### config.mk
export PLATFORM = sky130hd
export DESIGN_NAME = float_divider_seq_flat
export DESIGN_NICKNAME = d
export VERILOG_FILES = /design/src/rtl/float_divider_seq_if.sv /design/src/rtl/float_divider_seq.sv /design/src/flat_wrapper.sv
export SDC_FILE = /design/constraint.sdc
export NUM_CORES = 1
export LEC_CHECK = 0
export CAP_MARGIN = 15
export CORE_UTILIZATION = 55
export DETAILED_ROUTE_END_ITERATION = 7
export DONT_BUFFER_PORTS = 1
export PLACE_DENSITY_LB_ADDON = 0.1
export SLEW_MARGIN = 15
export SYNTH_ARGS = -nofsm -noshare
export SYNTH_HDL_FRONTEND = slang
export SYNTH_SLANG_ARGS = --single-unit
### constraint.sdc
create_clock -name i_clk -period 7.55 [get_ports i_clk]
set_clock_uncertainty 0.15 [all_clocks]
set_input_delay 1.51 -clock i_clk [delete_from_list [all_inputs] [get_ports i_clk]]
set_output_delay 1.51 -clock i_clk [all_outputs]
set_load 0.005 [all_outputs]
### src/rtl/float_divider_seq_if.sv
// -----------------------------------------------------------------------------
// float_divider_seq_if
//   Request/response bundle for the sequential single-precision divider.
//
//   Signals (named from the divider's point of view):
//     i_start       : request, sampled only while the divider is idle
//     i_dividend    : IEEE-754 single dividend, sampled with i_start
//     i_divisor     : IEEE-754 single divisor, sampled with i_start
//     o_busy        : high while an operation is in progress
//     o_done        : one-cycle pulse, o_result valid from this cycle
//     o_result      : quotient, held until the next o_done or reset
//     o_div_by_zero : divide-by-zero flag, valid with o_done
//
//   Modports: master (requester), slave (divider).
// -----------------------------------------------------------------------------
interface float_divider_seq_if;
   logic        i_start;
   logic [31:0] i_dividend;
   logic [31:0] i_divisor;
   logic        o_busy;
   logic        o_done;
   logic [31:0] o_result;
   logic        o_div_by_zero;

   modport master (
      output i_start, i_dividend, i_divisor,
      input  o_busy, o_done, o_result, o_div_by_zero
   );

   modport slave (
      input  i_start, i_dividend, i_divisor,
      output o_busy, o_done, o_result, o_div_by_zero
   );
endinterface : float_divider_seq_if

### src/rtl/float_divider_seq.sv
// -----------------------------------------------------------------------------
// float_divider_seq
//   Sequential IEEE-754 single-precision divider. One restoring-division step
//   per clock produces a 26-bit mantissa quotient MSB-first, then a single
//   rounding cycle normalises, rounds half-up and loads the result.
//   Latency: o_done rises 27 edges after the edge that samples i_start.
//   Exponents wrap modulo 256; no special-value handling beyond the optional
//   zero-divisor detection below.
//
//   Ports:
//     i_clk   : rising-edge clock for all state
//     i_rst_n : asynchronous active-low reset
//     bus     : float_divider_seq_if.slave (start/operands in, busy/done/
//               result/div-by-zero out)
//
//   Configuration:
//     FDIV_ZERO_DETECT_EN : when defined, a divisor with a zero exponent field
//                           skips the iteration phase and returns
//                           {sign, 8'hFF, 23'b0} with o_div_by_zero set one
//                           edge after the start. When undefined, such a
//                           divisor is treated as a normal number (hidden 1)
//                           and o_div_by_zero is constant 0.
// -----------------------------------------------------------------------------
module float_divider_seq (
   input  logic                      i_clk,
   input  logic                      i_rst_n,
   float_divider_seq_if.slave        bus
);

   localparam logic [1:0] S_IDLE  = 2'd0;
   localparam logic [1:0] S_DIV   = 2'd1;
   localparam logic [1:0] S_ROUND = 2'd2;

   localparam logic [4:0] LAST_STEP = 5'd25;

   logic [1:0]  r_state;
   logic [4:0]  r_cnt;
   logic [24:0] r_rem;      // partial remainder, always < 2 * divisor
   logic [23:0] r_div;      // divisor mantissa with hidden 1
   logic [25:0] r_quo;      // quotient bits, shifted in MSB-first
   logic        r_sign;
   logic [7:0]  r_exp_a;
   logic [7:0]  r_exp_b;
   logic        r_busy;
   logic        r_done;
   logic [31:0] r_result;

   logic        w_ge;
   logic [23:0] w_rem_next;
   logic [22:0] w_mant_pre;
   logic        w_rnd_bit;
   logic [7:0]  w_exp_pre;
   logic [23:0] w_mant_sum;
   logic [7:0]  w_exp;
   logic [31:0] w_result;

`ifdef FDIV_ZERO_DETECT_EN
   logic        r_zero;     // current operation has a zero-exponent divisor
   logic        r_dbz;
   logic        w_div_zero;

   assign w_div_zero = (bus.i_divisor[30:23] == 8'h00);
`endif

   // One restoring step. When the subtraction succeeds its true result is
   // below the divisor, so the low 24 bits are exact; when it fails the
   // remainder itself is below the divisor. Either way bit 24 is zero.
   assign w_ge       = (r_rem >= {1'b0, r_div});
   assign w_rem_next = w_ge ? (r_rem[23:0] - r_div) : r_rem[23:0];

   // Normalise, round half-up and assemble the result.
   // NOTE: every signal assigned in always_comb gets a default first, so no
   // path can leave it unassigned and infer a latch.
   always_comb begin
      w_mant_pre = r_quo[23:1];
      w_rnd_bit  = r_quo[0];
      w_exp_pre  = r_exp_a - r_exp_b + 8'd126;
      if (r_quo[25]) begin
         w_mant_pre = r_quo[24:2];
         w_rnd_bit  = r_quo[1];
         w_exp_pre  = r_exp_a - r_exp_b + 8'd127;
      end
      // A carry out of the mantissa leaves the low 23 bits at zero and
      // bumps the exponent by one.
      w_mant_sum = {1'b0, w_mant_pre} + {23'd0, w_rnd_bit};
      w_exp      = w_exp_pre + {7'd0, w_mant_sum[23]};
      w_result   = {r_sign, w_exp, w_mant_sum[22:0]};
`ifdef FDIV_ZERO_DETECT_EN
      if (r_zero) begin
         w_result = {r_sign, 8'hFF, 23'd0};
      end
`endif
   end

   // NOTE: all sequential state uses non-blocking assignments so every
   // register samples the pre-edge values of the others.
   always_ff @(posedge i_clk or negedge i_rst_n) begin
      if (!i_rst_n) begin
         // NOTE: every register, datapath included, is reset so an aborted
         // operation leaves nothing behind for the next one.
         r_state  <= S_IDLE;
         r_cnt    <= 5'd0;
         r_rem    <= 25'd0;
         r_div    <= 24'd0;
         r_quo    <= 26'd0;
         r_sign   <= 1'b0;
         r_exp_a  <= 8'd0;
         r_exp_b  <= 8'd0;
         r_busy   <= 1'b0;
         r_done   <= 1'b0;
         r_result <= 32'd0;
`ifdef FDIV_ZERO_DETECT_EN
         r_zero   <= 1'b0;
         r_dbz    <= 1'b0;
`endif
      end else begin
         r_done <= 1'b0;
         case (r_state)
            S_IDLE: begin
               if (bus.i_start) begin
                  r_sign  <= bus.i_dividend[31] ^ bus.i_divisor[31];
                  r_exp_a <= bus.i_dividend[30:23];
                  r_exp_b <= bus.i_divisor[30:23];
                  r_rem   <= {2'b01, bus.i_dividend[22:0]};
                  r_div   <= {1'b1, bus.i_divisor[22:0]};
                  r_quo   <= 26'd0;
                  r_cnt   <= 5'd0;
                  r_busy  <= 1'b1;
`ifdef FDIV_ZERO_DETECT_EN
                  r_zero  <= w_div_zero;
                  r_state <= w_div_zero ? S_ROUND : S_DIV;
`else
                  r_state <= S_DIV;
`endif
               end
            end
            S_DIV: begin
               r_quo <= {r_quo[24:0], w_ge};
               r_rem <= {w_rem_next, 1'b0};
               r_cnt <= r_cnt + 5'd1;
               if (r_cnt == LAST_STEP) begin
                  r_state <= S_ROUND;
               end
            end
            S_ROUND: begin
               r_result <= w_result;
               r_done   <= 1'b1;
               r_busy   <= 1'b0;
               r_state  <= S_IDLE;
`ifdef FDIV_ZERO_DETECT_EN
               r_dbz    <= r_zero;
               r_zero   <= 1'b0;
`endif
            end
            default: begin
               r_state <= S_IDLE;
            end
         endcase
      end
   end

   assign bus.o_busy   = r_busy;
   assign bus.o_done   = r_done;
   assign bus.o_result = r_result;
`ifdef FDIV_ZERO_DETECT_EN
   assign bus.o_div_by_zero = r_dbz;
`else
   assign bus.o_div_by_zero = 1'b0;
`endif

endmodule : float_divider_seq

### src/flat_wrapper.sv
// flat-port wrapper written by rule: the top's interface ports become plain ports
module float_divider_seq_flat 
  (i_clk, i_rst_n, bus_i_start, bus_i_dividend, bus_i_divisor, bus_o_busy, bus_o_done, bus_o_result, bus_o_div_by_zero);
  float_divider_seq_if bus_i ();
  input  logic i_clk;
  input  logic i_rst_n;
  input wire logic [$bits(bus_i.i_start)-1:0] bus_i_start;
  input wire logic [$bits(bus_i.i_dividend)-1:0] bus_i_dividend;
  input wire logic [$bits(bus_i.i_divisor)-1:0] bus_i_divisor;
  output wire logic [$bits(bus_i.o_busy)-1:0] bus_o_busy;
  output wire logic [$bits(bus_i.o_done)-1:0] bus_o_done;
  output wire logic [$bits(bus_i.o_result)-1:0] bus_o_result;
  output wire logic [$bits(bus_i.o_div_by_zero)-1:0] bus_o_div_by_zero;
  assign bus_i.i_start = bus_i_start;
  assign bus_i.i_dividend = bus_i_dividend;
  assign bus_i.i_divisor = bus_i_divisor;
  assign bus_o_busy = bus_i.o_busy;
  assign bus_o_done = bus_i.o_done;
  assign bus_o_result = bus_i.o_result;
  assign bus_o_div_by_zero = bus_i.o_div_by_zero;
  float_divider_seq u_core (.i_clk(i_clk), .i_rst_n(i_rst_n), .bus(bus_i));
endmodule
==> flow_summary_export.csv <==
group,metric,value,unit
detailed_routing,wl_met1,7620,um
detailed_routing,highest_layer,"met4",
yosys,synth.yosys.seq_area_share,41.7,%
timing,rsz0062_at_grt,"no",
min_path,whs_endpoint,"u_core.r_div[23]",
yosys,synth_seq_cells,133,
power,irDropWorstVdd,272,uV
timing,max_freq,291,MHz
yosys,synth-edff-count,0,
critical_path,r2r_cells,14,
critical_path,path_class,"flop to flop",
cells_and_area,num_antenna_cells,0,
cells_and_area,drive_gt1_share,7.57,%
power,sw_frac_of_total,43.3,%
critical_path,cp.required,7680,ps
run_status,status,"completed",
cts,postCtsSetupRepairBufs,0,
detailed_routing,drc,0,
power,p_sw,2.04,mW
detailed_routing,dr_wl_met2,8230,um
yosys,syn_nets,1002,
job,drv_cap,0,
power,combPwrFrac,56.4,%
critical_path,path_cells,"buf_4 -> nand2_1 -> a21oi_2 -> and4_1 -> nand2_1 -> nor2_1 -> nand2_1 -> nor2_1 -> ha_1 -> ha_1 -> nand3_1 -> nor3_1 -> xnor2_1 -> o21ai_0",
floorplan,num_rows,43,
cts,numCtsBuffers,17,
cts,numClockSinks,133,
global_route,track_usage,24.3,%
cts,cts_hold_buf,0,
min_path,min_from,"u_core.r_div[23]",
critical_path,worstReg2RegEnd,"u_core.bus.o_result[29]",
floorplan,die_w,123,um
yosys,synth_cell_type_count,65,
power,p_leak,3.83,nW
power,power_density,548,nW/um2
timing,hold_viol_final,0,
timing,fin_crit,3440,ps
detailed_routing,drt_pass1_iterations,4,
power,p_int,2.67,mW
detailed_routing,drt_iter0_drc,329,
cts,cts_buffer_depth,2,
global_route,grt_pass1_wl,28600,um
cts,clock_latency,430,ps
yosys,synthArstFlopShare,100,%
critical_path,reg2reg_from,"u_core.r_quo[25]",
placed_design,gp_congestion,0.921,
placed_design,post-dp-hpwl,11500,um
global_route,grt_max_degree,134,
timing,tightest_slew,919,ps
power,p_clk_share,16.7,%
detailed_routing,vias_per_cell,5.80,
critical_path,slowest_stage,"buf_4",
detailed_routing,wl,16800,um
critical_path,cpPeakStageDelay,460,ps
min_path,min_path_cells,2,
critical_path,critPathCaptureType,"flop",
timing,setup_tns,0,ps
detailed_routing,dr_wl_met3,638,um
floorplan,io_pins,102,
cts,htreeDepth,4,
critical_path,crit_path_start_kind,"flop",
cts,clk_pin_slew_worst_paths,60,ps
yosys,netlist_instances,893,
floorplan,core,14000,um2
cells_and_area,n_fill_cell,1194,
floorplan,die_h,123,um
timing,min_period_over_period,45.6,%
power,power.total,4.71,mW
detailed_routing,wire_per_inst,16.0,um
cells_and_area,fin_nets,968,
yosys,yosysWarnings,0,
critical_path,cp.arrival,3570,ps
timing,relSlewSlack,38.7,%
detailed_routing,vias,6103,
critical_path,worst_path_most_repeated_cell,"nand2_1",
yosys,postSynthAreaPerCell,8.94,um2
floorplan,dieArea,15000,um2
yosys,syn_area,7990,um2
floorplan,start_util,56.9,%
cts,cts_resized,0,
yosys,ys.flop_type,"dfrtp_1",
timing,drv_slew,0,
critical_path,ff2ff_setup_slack,4110,ps
global_route,antenna_found_initial,0,
placed_design,port_buffers,0,
power,p_seq_share,26.9,%
detailed_routing,ant_nets,0,
global_route,grt_pass1_vias,6054,
global_route,grt-ovfl-total,0,
cts,cts_tree,"yes",
cts,clock-root-buffer,"clkbuf_16",
timing,finalSetupViolations,0,
critical_path,crit_fanout,52,
min_path,hp-class,"flop to flop",
cells_and_area,areaGrowthSynthToFinish,7.60,%
## power by group through the flow
| stage | Clock [mW] | Combinational (mW) | Sequential (mW) |
|---|---|---|---|
| global placement | 0 | 2.55 | 1.26 |
| CTS | 0.803 | 2.66 | 1.26 |
| detailed placement | 0 | 2.63 | 1.27 |
| floorplan | 0 | 2.29 | 1.15 |
| global route | 0.834 | 3.01 | 1.31 |
| finish | 0.787 | 2.65 | 1.27 |
## worst max-delay path by stage
stage / start / depth (start not counted) / to
4_1_cts: u_core.r_quo[25] / 14 / u_core.bus.o_result[29]
5_1_grt: u_core.r_quo[25] / 14 / u_core.bus.o_result[29]
6_report: u_core.r_quo[25] / 14 / u_core.bus.o_result[29]
2_1_floorplan: u_core.r_quo[25] / 19 / u_core.bus.o_result[29]
3_5_place_dp: bus_i_start / 4 / u_core.r_rem[21]
3_3_place_gp: bus_i_start / 4 / u_core.r_rem[21]
## state kept, by name, summed over array words and instances, names as in the netlist
signal,flops
u_core.bus.o_busy,1
u_core.bus.o_done,1
u_core.bus.o_result,32
u_core.r_cnt,5
u_core.r_div,24
u_core.r_exp_a,8
u_core.r_exp_b,8
u_core.r_quo,26
u_core.r_rem,25
u_core.r_sign,1
u_core.r_state,2
## kinds of logic (layout without fill, tap and decap cells)
kind of cell	count (synthesis)	after routing	synth area share [%]
AO/OA/AOI/OAI	245	245	18.8
XOR/XNOR	71	71	7.96
adder cells (fa/ha/maj)	42	42	6.77
buffers and inverters	103	82	5.26
flip-flops	133	133	41.7
multiplexers	29	29	3.82
other	1	1	0.0470
AND/OR/NAND/NOR	269	269	15.6
## stage by stage
stage          worst slack [ps]  hold WS (ps)  cell area (um2)  utilization, %  std cells
2_1_floorplan              4030           268             7990               -        893
3_3_place_gp               4090           287             8020            57.1       1020
3_5_place_dp               3990           295             8020            57.1       1020
4_1_cts                    4080           309             8590            61.2       1052
5_1_grt                    3790           333             8590            61.2       1052
6_report                   4110           305             8590            61.2       1052
## metal layers
layer / vias up / GRT usage [%]
li1: 3029 / -
met1: 2930 / 29.4
met2: 119 / 41.7
met3: 25 / 5.30
met4: 0 / 9.98
met5: - / 0
## cell type report
class / count / area, um2 / area share [%]
clock buffers: 18 / 439 / 5.11
multi-input cells: 657 / 4260 / 49.6
well taps: 180 / 225 / 2.62
flip-flops and latches: 133 / 3330 / 38.7
clock inverters: 14 / 129 / 1.50
repair buffers: 6 / 45.0 / 0.524
inverters: 44 / 165 / 1.92
## worst max-delay path, delay by kind of cell (launching register included)
family	cells	cell delay, ps
simple gates	8	1450
buf+inv	1	460
fa+ha+maj	2	390
flops	1	380
compound gates	2	330
xor+xnor	1	140
## Yosys cell counts (17+ instances only)
cell type	number	share of area (%)
xnor2_1	39	4.3
dfrtp_1	133	42
a21oi_1	58	3.6
ha_1	40	6.3
o21ai_0	89	5.6
nand2_1	139	6.5
nand3_1	26	1.6
inv_1	44	2.1
nor2_1	38	1.8
mux2i_1	17	2.1
clkbuf_1	40	1.9
a22o_1	25	2.7
xor2_1	31	3.4
## placed cells by master, fill, tap and decap left out, types with 6 or more instances in the layout
cell type / n
a211oi_1: 6
buf_4: 6
clkbuf_16: 17
a21o_1: 15
xnor2_1: 39
dfrtp_1: 132
inv_1: 44
mux2_2: 12
nand4_1: 10
nand2_1: 139
o22ai_1: 10
mux2i_1: 17
nand3_1: 26
a22o_1: 25
xor2_1: 31
and3_1: 11
o21ai_0: 89
nor2_1: 38
ha_1: 40
a21oi_1: 58
nand2b_1: 7
(Power assumes the default switching activity.)
